<file path="config.mk">
export PLATFORM = sky130hd
export DESIGN_NAME = lane_training_ctrl_flat
export DESIGN_NICKNAME = d
export VERILOG_FILES = /design/src/rtl/lane_training_ctrl_if.sv /design/src/rtl/lane_training_ctrl.sv /design/src/flat_wrapper.sv
export SDC_FILE = /design/constraint.sdc
export NUM_CORES = 1
export LEC_CHECK = 0
export BUFFER_PORTS_ARGS = -buffer_cell sky130_fd_sc_hd__buf_2
export CAP_MARGIN = 20
export CORE_MARGIN = 3
export CORE_UTILIZATION = 52
export CTS_CLUSTER_DIAMETER = 150
export DETAILED_ROUTE_END_ITERATION = 8
export GPL_TIMING_DRIVEN = 1
export PLACE_DENSITY = 0.85
export SYNTH_ARGS = -nofsm -noshare
export SYNTH_HDL_FRONTEND = slang
export SYNTH_SLANG_ARGS = --single-unit
</file>
<file path="constraint.sdc">
create_clock -name clk_b -period 1.99 [get_ports clk_b]
set_clock_uncertainty 0.1 [all_clocks]
set_input_delay 0 -clock clk_b [delete_from_list [all_inputs] [get_ports clk_b]]
set_output_delay 0 -clock clk_b [all_outputs]
set_load 0.02 [all_outputs]
</file>
<file path="src/rtl/lane_training_ctrl_if.sv">
// Lane timer handshake: the controller drives timer enables and consumes the
// timer expiry flags.
interface lane_training_ctrl_if;
    logic tdisconnect_tx_min;
    logic tdisconnect_rx_min;
    logic tconnect_rx_min;
    logic tdisabled_min;
    logic ttraining_error_timeout;
    logic tgen4_ts1_timeout;
    logic tgen4_ts2_timeout;
    logic disconnected_s;
    logic fsm_disabled;
    logic fsm_training;
    logic ts1_gen4_s;
    logic ts2_gen4_s;

    // Training controller side.
    modport master (
        input  tdisconnect_tx_min, tdisconnect_rx_min, tconnect_rx_min,
               tdisabled_min, ttraining_error_timeout,
               tgen4_ts1_timeout, tgen4_ts2_timeout,
        output disconnected_s, fsm_disabled, fsm_training,
               ts1_gen4_s, ts2_gen4_s
    );

    // Lane timer block side.
    modport slave (
        output tdisconnect_tx_min, tdisconnect_rx_min, tconnect_rx_min,
               tdisabled_min, ttraining_error_timeout,
               tgen4_ts1_timeout, tgen4_ts2_timeout,
        input  disconnected_s, fsm_disabled, fsm_training,
               ts1_gen4_s, ts2_gen4_s
    );
endinterface

</file>
<file path="src/rtl/lane_training_ctrl.sv">
// USB4 logical-layer lane bring-up sequencer: DISCONNECTED -> TS1 -> TS2 -> CL0,
// with retry limit and DISABLED. Define FAIL_CNT_EN to add the fail_cnt output.
module lane_training_ctrl #(
    parameter int unsigned MAX_RETRY   = 3,
    parameter int unsigned TS1_CNT_REQ = 2,
    parameter int unsigned TS2_CNT_REQ = 2
) (
    input  logic                 clk_b,
    input  logic                 rst,
    lane_training_ctrl_if.master tmr,
    input  logic                 disable_req,
    input  logic                 ts1_rcv,
    input  logic                 ts2_rcv,
    output logic                 cl0_s,
    output logic [2:0]           state,
    output logic [3:0]           retry_cnt,
    output logic                 training_fail
`ifdef FAIL_CNT_EN
    ,
    output logic [7:0]           fail_cnt
`endif
);

    typedef enum logic [2:0] {
        S_DISCONNECTED = 3'd0,
        S_DISABLED     = 3'd1,
        S_TRAIN_TS1    = 3'd2,
        S_TRAIN_TS2    = 3'd3,
        S_CL0          = 3'd4
    } state_e;

    localparam logic [4:0] TS1_REQ     = 5'(TS1_CNT_REQ);
    localparam logic [4:0] TS2_REQ     = 5'(TS2_CNT_REQ);
    localparam logic [4:0] RETRY_LIMIT = 5'(MAX_RETRY);
    localparam logic [3:0] RETRY_SAT   = 4'(MAX_RETRY);

    state_e     state_q, state_d;
    logic [3:0] retry_q, retry_d;
    logic [4:0] ts1_cnt_q, ts1_cnt_d;
    logic [4:0] ts2_cnt_q, ts2_cnt_d;
    logic       fail_pulse_q, fail_pulse_d;
    logic       fail_evt;

    // NOTE: registers use non-blocking assignments so every flop samples the
    // pre-edge values; all state, including the ts counters, clears on reset.
    always_ff @(posedge clk_b or negedge rst) begin
        if (!rst) begin
            state_q      <= S_DISCONNECTED;
            retry_q      <= '0;
            ts1_cnt_q    <= '0;
            ts2_cnt_q    <= '0;
            fail_pulse_q <= 1'b0;
        end else begin
            state_q      <= state_d;
            retry_q      <= retry_d;
            ts1_cnt_q    <= ts1_cnt_d;
            ts2_cnt_q    <= ts2_cnt_d;
            fail_pulse_q <= fail_pulse_d;
        end
    end

    // NOTE: every combinational output gets a default first so no path
    // leaves it unassigned and infers a latch.
    always_comb begin
        state_d      = state_q;
        retry_d      = retry_q;
        ts1_cnt_d    = '0;
        ts2_cnt_d    = '0;
        fail_pulse_d = 1'b0;
        fail_evt     = 1'b0;

        unique case (state_q)
            S_DISCONNECTED: begin
                if (disable_req)
                    state_d = S_DISABLED;
                else if (tmr.tdisconnect_tx_min && tmr.tconnect_rx_min)
                    state_d = S_TRAIN_TS1;
            end
            S_TRAIN_TS1: begin
                if (disable_req)
                    state_d = S_DISABLED;
                else if (tmr.tdisconnect_rx_min)
                    state_d = S_DISCONNECTED;
                else if (tmr.ttraining_error_timeout || tmr.tgen4_ts1_timeout)
                    fail_evt = 1'b1;
                else if (ts1_rcv && ts1_cnt_q == TS1_REQ - 5'd1)
                    state_d = S_TRAIN_TS2;
                else if (ts1_rcv)
                    ts1_cnt_d = (ts1_cnt_q < TS1_REQ) ? ts1_cnt_q + 5'd1 : ts1_cnt_q;
                else
                    ts1_cnt_d = ts1_cnt_q;
            end
            S_TRAIN_TS2: begin
                if (disable_req)
                    state_d = S_DISABLED;
                else if (tmr.tdisconnect_rx_min)
                    state_d = S_DISCONNECTED;
                else if (tmr.ttraining_error_timeout || tmr.tgen4_ts2_timeout)
                    fail_evt = 1'b1;
                else if (ts2_rcv && ts2_cnt_q == TS2_REQ - 5'd1)
                    state_d = S_CL0;
                else if (ts2_rcv)
                    ts2_cnt_d = (ts2_cnt_q < TS2_REQ) ? ts2_cnt_q + 5'd1 : ts2_cnt_q;
                else
                    ts2_cnt_d = ts2_cnt_q;
            end
            S_CL0: begin
                if (disable_req)
                    state_d = S_DISABLED;
                else if (tmr.tdisconnect_rx_min)
                    state_d = S_DISCONNECTED;
            end
            S_DISABLED: begin
                if (!disable_req && tmr.tdisabled_min) begin
                    state_d = S_DISCONNECTED;
                    retry_d = '0;
                end
            end
            default: state_d = S_DISCONNECTED;
        endcase

        // A failed attempt either charges a retry or, at the limit, parks the lane.
        if (fail_evt) begin
            if ({1'b0, retry_q} + 5'd1 >= RETRY_LIMIT) begin
                state_d      = S_DISABLED;
                retry_d      = RETRY_SAT;
                fail_pulse_d = 1'b1;
            end else begin
                state_d = S_DISCONNECTED;
                retry_d = retry_q + 4'd1;
            end
        end

        if (state_d == S_CL0 && state_q != S_CL0)
            retry_d = '0;
    end

    always_comb begin
        tmr.disconnected_s = (state_q == S_DISCONNECTED);
        tmr.fsm_disabled   = (state_q == S_DISABLED);
        tmr.ts1_gen4_s     = (state_q == S_TRAIN_TS1);
        tmr.ts2_gen4_s     = (state_q == S_TRAIN_TS2);
        tmr.fsm_training   = (state_q == S_TRAIN_TS1) || (state_q == S_TRAIN_TS2);
        cl0_s              = (state_q == S_CL0);
        state              = state_q;
        retry_cnt          = retry_q;
        training_fail      = fail_pulse_q;
    end

`ifdef FAIL_CNT_EN
    logic [7:0] fail_cnt_q;

    always_ff @(posedge clk_b or negedge rst) begin
        if (!rst)
            fail_cnt_q <= '0;
        else if (fail_evt && fail_cnt_q != 8'hFF)
            fail_cnt_q <= fail_cnt_q + 8'd1;
    end

    assign fail_cnt = fail_cnt_q;
`endif

endmodule

</file>
<file path="src/flat_wrapper.sv">
// flat-port wrapper written by rule: the top's interface ports become plain ports
module lane_training_ctrl_flat 
#(
    parameter int unsigned MAX_RETRY   = 3,
    parameter int unsigned TS1_CNT_REQ = 2,
    parameter int unsigned TS2_CNT_REQ = 2
)
  (clk_b, rst, disable_req, ts1_rcv, ts2_rcv, cl0_s, state, retry_cnt, training_fail, tmr_tdisconnect_tx_min, tmr_tdisconnect_rx_min, tmr_tconnect_rx_min, tmr_tdisabled_min, tmr_ttraining_error_timeout, tmr_tgen4_ts1_timeout, tmr_tgen4_ts2_timeout, tmr_disconnected_s, tmr_fsm_disabled, tmr_fsm_training, tmr_ts1_gen4_s, tmr_ts2_gen4_s);
  lane_training_ctrl_if tmr_i ();
  input  logic clk_b;
  input  logic rst;
  input  logic disable_req;
  input  logic ts1_rcv;
  input  logic ts2_rcv;
  output logic cl0_s;
  output logic [2:0] state;
  output logic [3:0] retry_cnt;
  output logic training_fail;
  input wire logic [$bits(tmr_i.tdisconnect_tx_min)-1:0] tmr_tdisconnect_tx_min;
  input wire logic [$bits(tmr_i.tdisconnect_rx_min)-1:0] tmr_tdisconnect_rx_min;
  input wire logic [$bits(tmr_i.tconnect_rx_min)-1:0] tmr_tconnect_rx_min;
  input wire logic [$bits(tmr_i.tdisabled_min)-1:0] tmr_tdisabled_min;
  input wire logic [$bits(tmr_i.ttraining_error_timeout)-1:0] tmr_ttraining_error_timeout;
  input wire logic [$bits(tmr_i.tgen4_ts1_timeout)-1:0] tmr_tgen4_ts1_timeout;
  input wire logic [$bits(tmr_i.tgen4_ts2_timeout)-1:0] tmr_tgen4_ts2_timeout;
  output wire logic [$bits(tmr_i.disconnected_s)-1:0] tmr_disconnected_s;
  output wire logic [$bits(tmr_i.fsm_disabled)-1:0] tmr_fsm_disabled;
  output wire logic [$bits(tmr_i.fsm_training)-1:0] tmr_fsm_training;
  output wire logic [$bits(tmr_i.ts1_gen4_s)-1:0] tmr_ts1_gen4_s;
  output wire logic [$bits(tmr_i.ts2_gen4_s)-1:0] tmr_ts2_gen4_s;
  assign tmr_i.tdisconnect_tx_min = tmr_tdisconnect_tx_min;
  assign tmr_i.tdisconnect_rx_min = tmr_tdisconnect_rx_min;
  assign tmr_i.tconnect_rx_min = tmr_tconnect_rx_min;
  assign tmr_i.tdisabled_min = tmr_tdisabled_min;
  assign tmr_i.ttraining_error_timeout = tmr_ttraining_error_timeout;
  assign tmr_i.tgen4_ts1_timeout = tmr_tgen4_ts1_timeout;
  assign tmr_i.tgen4_ts2_timeout = tmr_tgen4_ts2_timeout;
  assign tmr_disconnected_s = tmr_i.disconnected_s;
  assign tmr_fsm_disabled = tmr_i.fsm_disabled;
  assign tmr_fsm_training = tmr_i.fsm_training;
  assign tmr_ts1_gen4_s = tmr_i.ts1_gen4_s;
  assign tmr_ts2_gen4_s = tmr_i.ts2_gen4_s;
  lane_training_ctrl #(.MAX_RETRY(MAX_RETRY), .TS1_CNT_REQ(TS1_CNT_REQ), .TS2_CNT_REQ(TS2_CNT_REQ)) u_core (.clk_b(clk_b), .rst(rst), .tmr(tmr_i), .disable_req(disable_req), .ts1_rcv(ts1_rcv), .ts2_rcv(ts2_rcv), .cl0_s(cl0_s), .state(state), .retry_cnt(retry_cnt), .training_fail(training_fail));
endmodule
</file>
==> flow_metrics.py, run 1 <==
metrics = {
    "clock_tree": {
        "cts_buffers": 3,
        "cts_setup_buffers": 0,
        "clk_latency_ns": 0.30,
        "clockBufferDepth": 2,
        "htree_levels": 1,
        "root_buffer": "clkbuf_4",
        "clock-sinks": 18,
        "cts_resized": 0,
        "clk_pin_slew_ns": 0.11,
        "tritoncts": "done",
        "cts_hold_buf": 4,
    },
    "critical_path": {
        "path_class": "flop to flop",
        "critPathArrivalTime_ns": 1.92,
        "endpoint_kind": "flop",
        "startpoint_type": "flop",
        "cp_max_fo": 7,
        "crit_required_ns": 2.07,
    },
    "global_routing": {
        "grt_pass1_vias": 962,
        "grt_pass1_wl_mm": 4.40,
        "antenna_found_initial": 0,
        "grt_max_degree": 19,
        "overflow": 0,
        "gr-usage-all-layers_pct": 22.6,
    },
    "drt": {
        "viasPerCell": 5.95,
        "drc": 0,
        "antenna_left": 0,
        "dr_total_vias": 1006,
        "firstDrtPassIters": 4,
        "drt_iter0_drc": 42,
        "wl_per_cell_um": 15.5,
        "routed_wirelength_mm": 2.62,
    },
    "die": {
        "die_h_um": 51.3,
        "core_mm2": 0.00182,
        "dieWidth_um": 51.3,
        "initial_utilization_pct": 58.5,
        "io_pins": 26,
        "rows": 15,
        "die_area_mm2": 0.00263,
    },
    "synth": {
        "syn-cell-area_mm2": 0.00106,
        "synth_top_area_share_pct": 42.3,
        "ys.warnings.count": 0,
        "async_flop_share_pct": 100,
        "synth_edf_count": 0,
        "ys_top_cells_by_area": "dfrtp_1 (42%), ha_1 (7.1%), nor2_1 (5.3%), and2_1 (3.5%), inv_1 (3.2%)",
        "ys_ff_latch": 18,
        "yosysTopAreaCell": "dfrtp_1",
        "yosys-top-cells-count": "dfrtp_1 (18), nor2_1 (15), inv_1 (9)",
        "synth_most_common_cell": "dfrtp_1",
        "netlist_instances": 109,
        "yosysSeqAreaShare_pct": 42.3,
        "synth_nets": 127,
        "ys.flop_type": "dfrtp_1",
        "synth_cell_types": 36,
        "avgSynthCellArea_um2": 9.77,
    },
    "timing": {
        "whs_ns": 0.00533,
        "worstMarginPinSlew_ns": 0.527,
        "report.final.slew_viol_count": 0,
        "hold_viol_final": 0,
        "fmax_ghz": 0.543,
        "worst_slack_ns": 0.149,
        "slew_headroom_pct": 64.4,
        "setup_viol": 0,
        "finalCriticalPeriod_ns": 1.84,
        "setup_tns_ns": 0,
        "fin_crit_sh_pct": 92.5,
        "grt_setup_unrepaired": "false",
    },
    "placement": {
        "gp_congestion": 0.868,
        "portBuffers": 25,
        "place_hpwl_mm": 1.94,
        "place_ws_ns": 0.192,
    },
    "power": {
        "p_leak_nw": 0.675,
        "p_sw_w": 0.000213,
        "sw_frac_of_total_pct": 28.3,
        "powerDensity_mw_per_mm2": 575,
        "p_comb_share_pct": 18.4,
        "p_clk_share_pct": 30.8,
        "pwr-share-seq_pct": 50.8,
        "irDropWorstVdd_v": 0.000436,
        "internal-power_w": 0.000539,
    },
    "finish": {
        "final_layout_size_suffix_gt1_share_pct": 29.2,
        "layout.nets": 163,
        "syn2layout_area_growth_pct": 22.9,
        "diodes": 0,
        "fillers": 135,
    },
    "status": {
        "status": "completed",
    },
    "flow_run": {
        "maxCapViolations": 0,
    },
    "worst_hold_path": {
        "hold_path.class": "input pin to flop",
    },
}
## sequential cells by signal, summed over array words and instances, names as in the netlist
name and cells:
u_core.training_fail 1, u_core.retry_cnt 4, u_core.state 3, u_core.ts1_cnt_q 5
u_core.ts2_cnt_q 5
## stage by stage
stage / cell area, um^2 / instances / utilization (%) / total power (W)
final: 1310 / 169 / 71.9 / 0.000753
after global routing: 1310 / 169 / 71.9 / 0.000790
after CTS: 1310 / 169 / 71.9 / 0.000759
after detailed placement: 1230 / 161 / 67.7 / 0.000520
after global placement: 1230 / 161 / 67.7 / 0.000514
after floorplan: 1060 / 109 / - / 0.000468
## path summary, 6_finish.rpt
path / depth (start not counted) / from / endpoint / slack, ns
worst max register to register: 5 / u_core.retry_cnt[0]$_DFFE_PN0P_ / u_core.retry_cnt[1]$_DFFE_PN0P_ / 0.15
worst min-delay path: 4 / tmr_ttraining_error_timeout / u_core.state[1]$_DFF_PN0_ / 0.005
max in group asynchronous: 2 / rst / u_core.retry_cnt[3]$_DFFE_PN0P_ / 1.45
min in group asynchronous: 2 / rst / u_core.ts1_cnt_q[1]$_DFFE_PN0P_ / 0.04
worst max-delay path: 5 / u_core.retry_cnt[0]$_DFFE_PN0P_ / u_core.retry_cnt[1]$_DFFE_PN0P_ / 0.15
worst min register to register: 1 / u_core.state[2]$_DFF_PN0_ / u_core.state[1]$_DFF_PN0_ / 0.39
## cell usage in the layout (no fill, tap or decap), types with 2 or more instances in the layout
cell type | synthesis | routed
a21oi_1 | 4 | 4
a222oi_1 | 2 | 2
and2_1 | 6 | 6
and3_1 | 3 | 3
buf_2 | 0 | 25
buf_4 | 0 | 3
clkbuf_4 | 0 | 3
dfrtp_1 | 18 | 18
dlygate4sd3_1 | 0 | 4
ha_1 | 6 | 6
inv_1 | 9 | 9
nand2_1 | 6 | 6
nand3_1 | 2 | 2
nor2_1 | 15 | 15
nor3_1 | 5 | 5
nor3_2 | 2 | 2
nor4b_1 | 2 | 2
o21ai_0 | 5 | 5
or3_1 | 2 | 2
or4b_1 | 2 | 2
## kinds of logic (layout without fill, tap and decap cells)
logic type                 after synthesis  after routing  share of synthesized area (%)
and+or+nand+nor                         54             54                           31.0
AOI/OAI and AO/OA                       20             20                           14.0
DFF                                     18             18                           42.3
buffers and inverters                   10             45                           4.23
adders and majority gates                6              6                           7.05
muxes                                    1              1                           1.41
## routing by layer
metal  track usage, %  vias to the layer above  wire length, um
met5                0                        -                0
met2             38.8                       54             1330
met4             7.86                        0               33
met3             7.58                        4              214
li1                 -                      464                -
met1             26.2                      484             1040
## critical path, stage by stage, from the launching register on
cell,delay [ns]
dfrtp_1,0.45
inv_1,0.07
ha_1,0.31
o21ai_0,0.29
nor3_2,0.12
a222oi_1,0.40
## final cells by class
class	count	area (um^2)	area share (%)
Timing Repair Buffer	32	188	14.3
Multi-Input combinational cell	81	569	43.5
Clock buffer	4	36.3	2.77
Sequential cell	18	450	34.4
Tap cell	25	31.3	2.39
Inverter	9	33.8	2.58
## power by group through the flow
stage	Sequential (W)	Clock, W	Combinational [W]
after floorplan	0.000397	0	0.0000701
after CTS	0.000382	0.000240	0.000137
after detailed placement	0.000389	0	0.000130
final	0.000382	0.000232	0.000138
after global routing	0.000384	0.000256	0.000150
after global placement	0.000389	0	0.000126
Note: power is estimated with default switching activity, not from simulation.
==> run 2, diff against run 1 <==
Settings changed: CORE_UTILIZATION 52 to 40, PLACE_DENSITY 0.85 to 0.7.
==> flow_metrics.py, run 2 (synthesis results as in run 1) <==
metrics = {
    "status": {
        "status": "completed",
    },
    "critical_path": {
        "endpoint_kind": "flop",
        "cp_max_fo": 3,
        "r2r_cells": 4,
        "regToRegSetupSlack_ns": 0.19,
        "critPathArrivalTime_ns": 1.91,
        "r2r-end": "u_core.state[0]$_DFF_PN0_",
        "startpoint_type": "flop",
        "r2r_start": "u_core.ts1_cnt_q[2]$_DFFE_PN0P_",
        "crit_required_ns": 2.11,
        "path_class": "flop to flop",
    },
    "finish": {
        "fillers": 229,
        "post-route-util_pct": 52.9,
        "final_layout_size_suffix_gt1_share_pct": 29.7,
        "layout_common_cells": "buf_2 (25), dfrtp_1 (18), nor2_1 (15)",
        "diodes": 0,
        "final_common_cell": "buf_2",
        "layout.nets": 164,
        "multiInputGateArea_um2": 569,
        "syn2layout_area_growth_pct": 24.2,
        "ff_latch_area_um2": 450,
    },
    "worst_hold_path": {
        "min_to": "u_core.state[1]$_DFF_PN0_",
        "worstHoldStart": "tmr_ttraining_error_timeout",
        "hold_path.class": "input pin to flop",
        "min_path_cells": 4,
    },
    "die": {
        "rows": 18,
        "initial_utilization_pct": 42.6,
        "die_area_mm2": 0.00332,
        "io_pins": 26,
        "die_h_um": 57.6,
        "dieWidth_um": 57.6,
        "core_mm2": 0.00250,
    },
    "timing": {
        "report.final.slew_viol_count": 0,
        "finalCriticalPeriod_ns": 1.80,
        "hold_viol_final": 0,
        "slew_headroom_pct": 66.5,
        "grt_setup_unrepaired": "false",
        "setup_viol": 0,
        "fmax_ghz": 0.557,
        "setup_tns_ns": 0,
        "worstMarginPinSlew_ns": 0.495,
        "fin_crit_sh_pct": 90.3,
    },
    "global_routing": {
        "antenna_found_initial": 0,
        "grt_pass1_wl_mm": 4.09,
        "overflow": 0,
        "gr-usage-all-layers_pct": 15.6,
        "grt_pass1_vias": 899,
        "grt_max_degree": 19,
    },
    "flow_run": {
        "maxCapViolations": 0,
    },
    "clock_tree": {
        "cts_resized": 0,
        "htree_levels": 1,
        "tritoncts": "done",
        "clock-sinks": 18,
        "clockBufferDepth": 2,
        "cts_buffers": 3,
        "clk_pin_slew_ns": 0.11,
        "clk_latency_ns": 0.29,
        "root_buffer": "clkbuf_4",
        "cts_setup_buffers": 0,
        "cts_hold_buf": 4,
    },
    "power": {
        "p_leak_nw": 0.679,
        "irDropWorstVdd_v": 0.000508,
        "powerDensity_mw_per_mm2": 563,
    },
    "placement": {
        "gp_congestion": 0.791,
        "place_hpwl_mm": 1.81,
        "portBuffers": 25,
    },
    "drt": {
        "drc": 0,
        "firstDrtPassIters": 4,
        "routed_wirelength_mm": 2.42,
        "drt_iter0_drc": 66,
        "viasPerCell": 5.37,
        "dr_total_vias": 939,
        "antenna_left": 0,
        "wl_per_cell_um": 13.8,
    },
}
==> run 2: cell type report <==
| class | count | share of cell area [%] |
|---|---|---|
| inverter | 9 | 2.55 |
| sequential | 18 | 34.1 |
| clock buffer | 4 | 2.74 |
| multi-input combinational | 81 | 43.0 |
| tap | 30 | 2.84 |
| timing repair buffer | 33 | 14.8 |
==> run 2: how the worst max path moves through the flow <==
stage,from,endpoint,cells after the start
finish,u_core.ts1_cnt_q[2]$_DFFE_PN0P_,u_core.state[0]$_DFF_PN0_,4
detailed placement,u_core.state[1]$_DFF_PN0_,u_core.state[0]$_DFF_PN0_,4
floorplan,u_core.state[0]$_DFF_PN0_,u_core.state[0]$_DFF_PN0_,4
CTS,u_core.state[1]$_DFF_PN0_,u_core.state[0]$_DFF_PN0_,4
global placement,u_core.state[1]$_DFF_PN0_,u_core.state[0]$_DFF_PN0_,4
global route,u_core.ts1_cnt_q[3]$_DFFE_PN0P_,u_core.state[0]$_DFF_PN0_,4
==> run 2: routing by layer <==
| metal | share of wire [%] | track usage [%] |
|---|---|---|
| met5 | 0 | 0 |
| met4 | 0.62 | 1.99 |
| met3 | 4.9 | 4.98 |
| met2 | 46 | 25.0 |
| met1 | 49 | 21.2 |
==> run 2: report_power, final <==
part | switching [W] | internal [W] | total, W
Combinational | 0.0000788 | 0.0000554 | 0.000134
Sequential | 0.0000107 | 0.000372 | 0.000383
Clock | 0.000116 | 0.000111 | 0.000227
Total | 0.000205 | 0.000539 | 0.000745
==> run 2: through the flow <==
stage / setup slack [ns] / hold WS (ns) / instances / instance area (um^2) / power, W
2_1_floorplan: 0.107 / -0.396 / 109 / 1060 / 0.000468
3_3_place_gp: 0.288 / -0.145 / 167 / 1250 / 0.000515
3_5_place_dp: 0.234 / -0.142 / 167 / 1250 / 0.000518
4_1_cts: 0.211 / 0.00436 / 175 / 1320 / 0.000751
5_1_grt: 0.0896 / 0.0179 / 175 / 1320 / 0.000779
6_report: 0.193 / 0.00687 / 175 / 1320 / 0.000745
==> run 2: critical path, cell delays in order, from the launching register on <==
cell,delay (ns)
dfrtp_1,0.41
nor4b_1,0.48
nand2_1,0.16
or3_1,0.36
a41oi_2,0.21
